===== config.mk =====
export PLATFORM = sky130hd
export DESIGN_NAME = exp2_expand
export DESIGN_NICKNAME = d
export VERILOG_FILES = /design/src/rtl/exp2_pkg.sv /design/src/rtl/exp2_expand.sv
export SDC_FILE = /design/constraint.sdc
export NUM_CORES = 1
export LEC_CHECK = 0
export ABC_CLOCK_PERIOD_IN_PS = 1200
export CAP_MARGIN = 10
export CORE_MARGIN = 2
export CORE_UTILIZATION = 47
export DETAILED_ROUTE_END_ITERATION = 10
export GPL_TIMING_DRIVEN = 0
export MAX_ROUTING_LAYER = met4
export PLACE_DENSITY = 0.83
export SETUP_SLACK_MARGIN = 0.05
export SYNTH_ARGS = -nofsm -noshare
export SYNTH_HDL_FRONTEND = slang
export SYNTH_SLANG_ARGS = --single-unit

===== constraint.sdc =====
create_clock -name clk -period 1.2 [get_ports clk]
set_clock_uncertainty 0.05 [all_clocks]
set_input_delay 0.24 -clock clk [delete_from_list [all_inputs] [get_ports clk]]
set_output_delay 0.24 -clock clk [all_outputs]
set_load 0.005 [all_outputs]

===== src/rtl/exp2_pkg.sv =====
// exp2_pkg: shared types and defaults for the log-domain to linear expander.
// Holds the FSM state encoding, default widths and the accumulator-width helper.
// No logic; imported by exp2_expand.
package exp2_pkg;

  typedef enum logic [1:0] {
    IDLE  = 2'd0,
    SHIFT = 2'd1,
    DONE  = 2'd2
  } state_t;

  localparam int DEF_OUT_W  = 19;
  localparam int DEF_MANT_W = 4;
  localparam int DEF_EXP_W  = 5;

  // The accumulator carries the linear result plus the fraction bits that
  // fall off the bottom when the result is truncated.
  function automatic int acc_width(input int out_w, input int mant_w);
    return out_w + mant_w;
  endfunction

endpackage


===== src/rtl/exp2_expand.sv =====
// exp2_expand: rebuilds floor((2^MANT_W + mant) * 2^exp / 2^MANT_W) from a log-domain value.
// Latency: out_valid rises 1+exp cycles after accept (1 cycle for zero/overflow/exp=0).
// Backpressure: one request in flight; in_ready only in IDLE, result held until out_ready.
//
// Ports:
//   clk, reset_n                 clock (rising edge), async active-low reset
//   in_valid/in_ready            request handshake; in_zero, in_exp, in_mant sampled on accept
//   out_valid/out_ready          result handshake; out_val, out_ovf stable while out_valid
module exp2_expand
  import exp2_pkg::*;
#(
  parameter int OUT_W  = DEF_OUT_W,
  parameter int MANT_W = DEF_MANT_W,
  parameter int EXP_W  = DEF_EXP_W
) (
  input  logic              clk,
  input  logic              reset_n,
  input  logic              in_valid,
  output logic              in_ready,
  input  logic              in_zero,
  input  logic [EXP_W-1:0]  in_exp,
  input  logic [MANT_W-1:0] in_mant,
  output logic              out_valid,
  input  logic              out_ready,
  output logic [OUT_W-1:0]  out_val,
  output logic              out_ovf
);

  localparam int ACC_W = acc_width(OUT_W, MANT_W);
  localparam logic [EXP_W-1:0] EXP_OVF  = EXP_W'(OUT_W);
  localparam logic [EXP_W-1:0] EXP_ONE  = EXP_W'(1);
  localparam logic [EXP_W-1:0] EXP_ZERO = '0;

  state_t             state_q, state_d;
  logic [ACC_W-1:0]   acc_q, acc_d;
  logic [EXP_W-1:0]   cnt_q, cnt_d;
  logic               ovf_q, ovf_d;
  logic               out_valid_q, out_valid_d;
  logic [OUT_W-1:0]   out_val_q, out_val_d;
  logic               out_ovf_q, out_ovf_d;

  // Gated by reset_n so the block never advertises readiness while held in reset.
  assign in_ready  = reset_n && (state_q == IDLE);
  assign out_valid = out_valid_q;
  assign out_val   = out_val_q;
  assign out_ovf   = out_ovf_q;

  always_comb begin
    state_d     = state_q;
    acc_d       = acc_q;
    cnt_d       = cnt_q;
    ovf_d       = ovf_q;
    out_valid_d = out_valid_q;
    out_val_d   = out_val_q;
    out_ovf_d   = out_ovf_q;

    case (state_q)
      IDLE: begin
        if (in_valid) begin
          // Implied leading one sits just above the mantissa bits.
          acc_d = {{(ACC_W-MANT_W-1){1'b0}}, 1'b1, in_mant};
          cnt_d = in_exp;
          ovf_d = 1'b0;
          if (in_zero) begin
            acc_d   = '0;
            state_d = DONE;
          end else if (in_exp >= EXP_OVF) begin
            ovf_d   = 1'b1;
            state_d = DONE;
          end else if (in_exp == EXP_ZERO) begin
            state_d = DONE;
          end else begin
            state_d = SHIFT;
          end
        end
      end

      SHIFT: begin
        acc_d = acc_q << 1;
        cnt_d = cnt_q - EXP_ONE;
        if (cnt_q == EXP_ONE) begin
          state_d = DONE;
        end
      end

      DONE: begin
        // First DONE cycle registers the result; after that wait for the consumer.
        if (!out_valid_q) begin
          out_valid_d = 1'b1;
          out_val_d   = ovf_q ? '1 : acc_q[ACC_W-1:MANT_W];
          out_ovf_d   = ovf_q;
        end else if (out_ready) begin
          out_valid_d = 1'b0;
          state_d     = IDLE;
        end
      end

      default: begin
        state_d = IDLE;
      end
    endcase
  end

  always_ff @(posedge clk or negedge reset_n) begin
    if (!reset_n) begin
      state_q     <= IDLE;
      acc_q       <= '0;
      cnt_q       <= '0;
      ovf_q       <= 1'b0;
      out_valid_q <= 1'b0;
      out_val_q   <= '0;
      out_ovf_q   <= 1'b0;
    end else begin
      state_q     <= state_d;
      acc_q       <= acc_d;
      cnt_q       <= cnt_d;
      ovf_q       <= ovf_d;
      out_valid_q <= out_valid_d;
      out_val_q   <= out_val_d;
      out_ovf_q   <= out_ovf_d;
    end
  end

endmodule


==> results.sh <==
export IMPL_clockBufferDepth=2
export IMPL_cp_data_required_time_ns=0.91
export IMPL_hold_viol_final=40
export IMPL_initial_utilization_pct=49.6
export IMPL_cpMaxStageDelayCell="dfrtp_1"
export IMPL_fp_dieH_um=72.5
export IMPL_async_flop_share_pct=100
export IMPL_pwr_share_comb_pct=53.8
export IMPL_holdWs_ns=-0.138
export IMPL_seq_power_share_pct=32.0
export IMPL_status="finished with violations"
export IMPL_fin_ws_ns=-0.281
export IMPL_violations="hold timing, setup timing"
export IMPL_yosys_cell_types_count=33
export IMPL_synthSimpleGateAreaFrac_pct=12.9
export IMPL_syn2layout_area_growth_pct=48.2
export IMPL_power_switching_uw=3250
export IMPL_cellPowerDensity_mw_per_mm2=2670
export IMPL_period_share_pct=123
export IMPL_netlist_top_cells_count="52 x dfrtp_1, 50 x nor2_1, 25 x a21oi_1"
export IMPL_p_int_uw=5470
export IMPL_switching_share_pct=37.3
export IMPL_yosysMostFrequentCell="dfrtp_1"
export IMPL_clock_latency_ns=0.32
export IMPL_fmax_mhz=675
export IMPL_avgSynthCellArea_um2=10.3
export IMPL_rows=24
export IMPL_hpwl_um=3280
export IMPL_cp_end_kind="primary output"
export IMPL_via_per_inst=5.70
export IMPL_grt_max_degree=42
export IMPL_port_buffers=35
export IMPL_core_region_area_mm2=0.00444
export IMPL_synth_edf_count=0
export IMPL_synthAdderAreaFrac_pct=1.13
export IMPL_tritoncts="built"
export IMPL_drtIter0Drc=103
export IMPL_dieArea_mm2=0.00526
export IMPL_maxSlewViolCount=0
export IMPL_antenna_left=0
export IMPL_fp_dieW_um=72.5
export IMPL_dr_total_vias=2012
export IMPL_synth_warnings=0
export IMPL_yosysSeqAreaShare_pct=59.0
export IMPL_synth_top_cell_by_area="dfrtp_1"
export IMPL_met1_length_um=2580
export IMPL_grt_pass1_wl_um=9320
export IMPL_synth_nets=231
export IMPL_synthMuxAreaShare_pct=0.510
export IMPL_clk_transition_reported_paths_ns=0.10
export IMPL_ys_flop_type="dfrtp_1"
export IMPL_pwr_share_clk_pct=14.3
export IMPL_pin_count=36
export IMPL_synth_top_cell_area_share_pct=59.0
export IMPL_p_leak_uw=0.00153
export IMPL_top_layer="met4"
export IMPL_arrival_ns=1.19
export IMPL_synth_xor_area_share_pct=0
export IMPL_ys_ff_latch=52
export IMPL_grt_pass1_vias=1859
export IMPL_drc_errors=0
export IMPL_placed_area_mm2=0.00270
export IMPL_worst_pin_slew_ns=0.545
export IMPL_hold_path_class="primary input to async pin"
export IMPL_critPathBufInv=2
export IMPL_crit_family="flip-flops"
export IMPL_antenna_found_initial=0
export IMPL_finalNetCount=316
export IMPL_synth_compound_area_share_pct=22.3
export IMPL_critPathMaxFanout=4
export IMPL_place_gp_congestion=0.835
export IMPL_netlist_area_mm2=0.00221
export IMPL_crit_type="register to primary output"
export IMPL_startpoint_type="register"
export IMPL_drt_total_wl_um=6200
export IMPL_finalSetupViolCount=52
export IMPL_overflow=0
export IMPL_n_antenna_cell=0
export IMPL_maxCapViolCount=0
export IMPL_fin_util_pct=73.5
export IMPL_routedWlPerCell_um=17.6
export IMPL_slowest_delay_ns=0.43
export IMPL_wl_met3_um=306
export IMPL_root_buffer="clkbuf_8"
export IMPL_grt_total_usage_pct=24.1
export IMPL_peakVddDrop_mv=1.52
export IMPL_crit_chain="buf_6 > nor2_4 > and2_1 > buf_2"
export IMPL_fin_area_mm2=0.00327
export IMPL_wl_met2_um=3230
export IMPL_period_minus_slack_ns=1.48
export IMPL_regToRegSetupSlack_ns=-0.25
export IMPL_synth_area_top_cells="dfrtp_1 59%, nor2_1 8.5%, a22o_1 7.1%"
export IMPL_drt_pass1_iter_count=5
export IMPL_rsz0062_at_grt="true"
export IMPL_synth_top_family_by_area="compound AO/OA/AOI/OAI gates"
export IMPL_cts_max_level=2
export IMPL_relSlewSlack_pct=63.5
export IMPL_cts_sinks=52
export IMPL_drive_gt1_share_pct=40.9
export IMPL_cts_inserted_buffers=5
export IMPL_netlist_instances=215
power by group through the flow:
stage | Combinational (µW) | Sequential [µW] | Clock, µW
floorplan | 1820 | 2790 | 0
global placement | 3000 | 2790 | 0
detailed placement | 3120 | 2820 | 0
CTS | 3960 | 2750 | 1240
global route | 5070 | 2850 | 1320
finish | 4690 | 2790 | 1240
layer usage:
| layer | track usage, % | vias to the layer above |
|---|---|---|
| met5 | - | - |
| met4 | 7.41 | 0 |
| met3 | 5.28 | 11 |
| met2 | 37.9 | 72 |
| met1 | 31.5 | 1008 |
| li1 | - | 921 |
worst register-to-register path: stages (launching register included):
cell and delay, ns:
dfrtp_1 0.41, buf_6 0.13, buf_6 0.13, o21bai_4 0.22
buf_4 0.19, a22o_1 0.22
cells by family (layout without fill, tap and decap cells):
| group | count (synthesis) | after routing |
|---|---|---|
| AOI/OAI and AO/OA | 72 | 73 |
| and+or+nand+nor | 68 | 68 |
| DFF | 52 | 52 |
| buffers and inverters | 20 | 105 |
| adders and majority gates | 2 | 2 |
| muxes | 1 | 1 |
sequential cells by signal, indices dropped and copies added (netlist names):
register,count
acc_q,23
out_val,19
cnt_q,5
state_q,2
out_ovf,1
out_valid,1
ovf_q,1
worst paths after layout:
path	from	to	cells past startpoint
setup / recovery	state_q[0]$_DFFE_PN0P_	in_ready	4
hold / removal	reset_n	acc_q[19]$_DFFE_PN0P_	2
setup reg to reg	state_q[1]$_DFFE_PN0P_	acc_q[11]$_DFFE_PN0P_	5
hold reg to reg	acc_q[22]$_DFFE_PN0P_	acc_q[22]$_DFFE_PN0P_	1
max in group asynchronous	reset_n	out_val[5]$_DFFE_PN0P_	2
min in group clk	in_exp[0]	cnt_q[0]$_DFFE_PN0P_	3
per-stage QoR:
step / worst slack [ns] / total power [µW] / instances / setup TNS (ns)
floorplan: -0.0747 / 4610 / 215 / -1.24
global placement: -2.31 / 5790 / 302 / -99.58
detailed placement: -0.594 / 5930 / 303 / -10.26
CTS: -0.258 / 7960 / 339 / -7.01
global route: -0.305 / 9240 / 353 / -10.19
finish: -0.281 / 8720 / 353 / -7.86
placed cells by master, fill, tap and decap left out, types with 2 or more instances in the layout:
cell type,netlist,routed
inv_1,6,5
a21oi_2,0,9
clkdlybuf4s50_1,0,8
o21ai_1,1,6
buf_8,0,3
nor2b_1,4,3
nor3_1,2,2
clkbuf_1,3,2
a211oi_2,0,2
o21ai_0,10,3
nand2b_1,3,2
a2bb2oi_2,0,2
buf_4,1,27
dlygate4sd2_1,0,4
o21bai_4,1,2
o21ai_2,0,2
buf_12,0,2
buf_6,0,15
a22o_1,18,18
a21oi_1,25,15
dfrtp_1,52,51
nor2_2,0,6
buf_2,9,27
clkbuf_8,0,6
nand2_1,5,3
a31oi_1,3,3
nor2_4,0,5
nor2_1,50,39
a22oi_1,3,3
area by class of cell:
cell class	instances	area, µm²
clock inverter	2	38.8
clock buffer	6	72.6
tap	52	65.1
timing repair buffer	77	623
sequential	52	1300
multi-input combinational	144	1000
fill	305	1180
buffer	14	143
inverter	6	22.5
timing repair:
action	4_1_cts	5_1_grt
endpoints found under the hold margin	12	12
resized for setup	130	33
setup buffers	20	13
cloned	8	0
pin swaps	3	14
endpoints found under the setup margin	73	63
No activity file was read; power rests on OpenSTA's default activity.
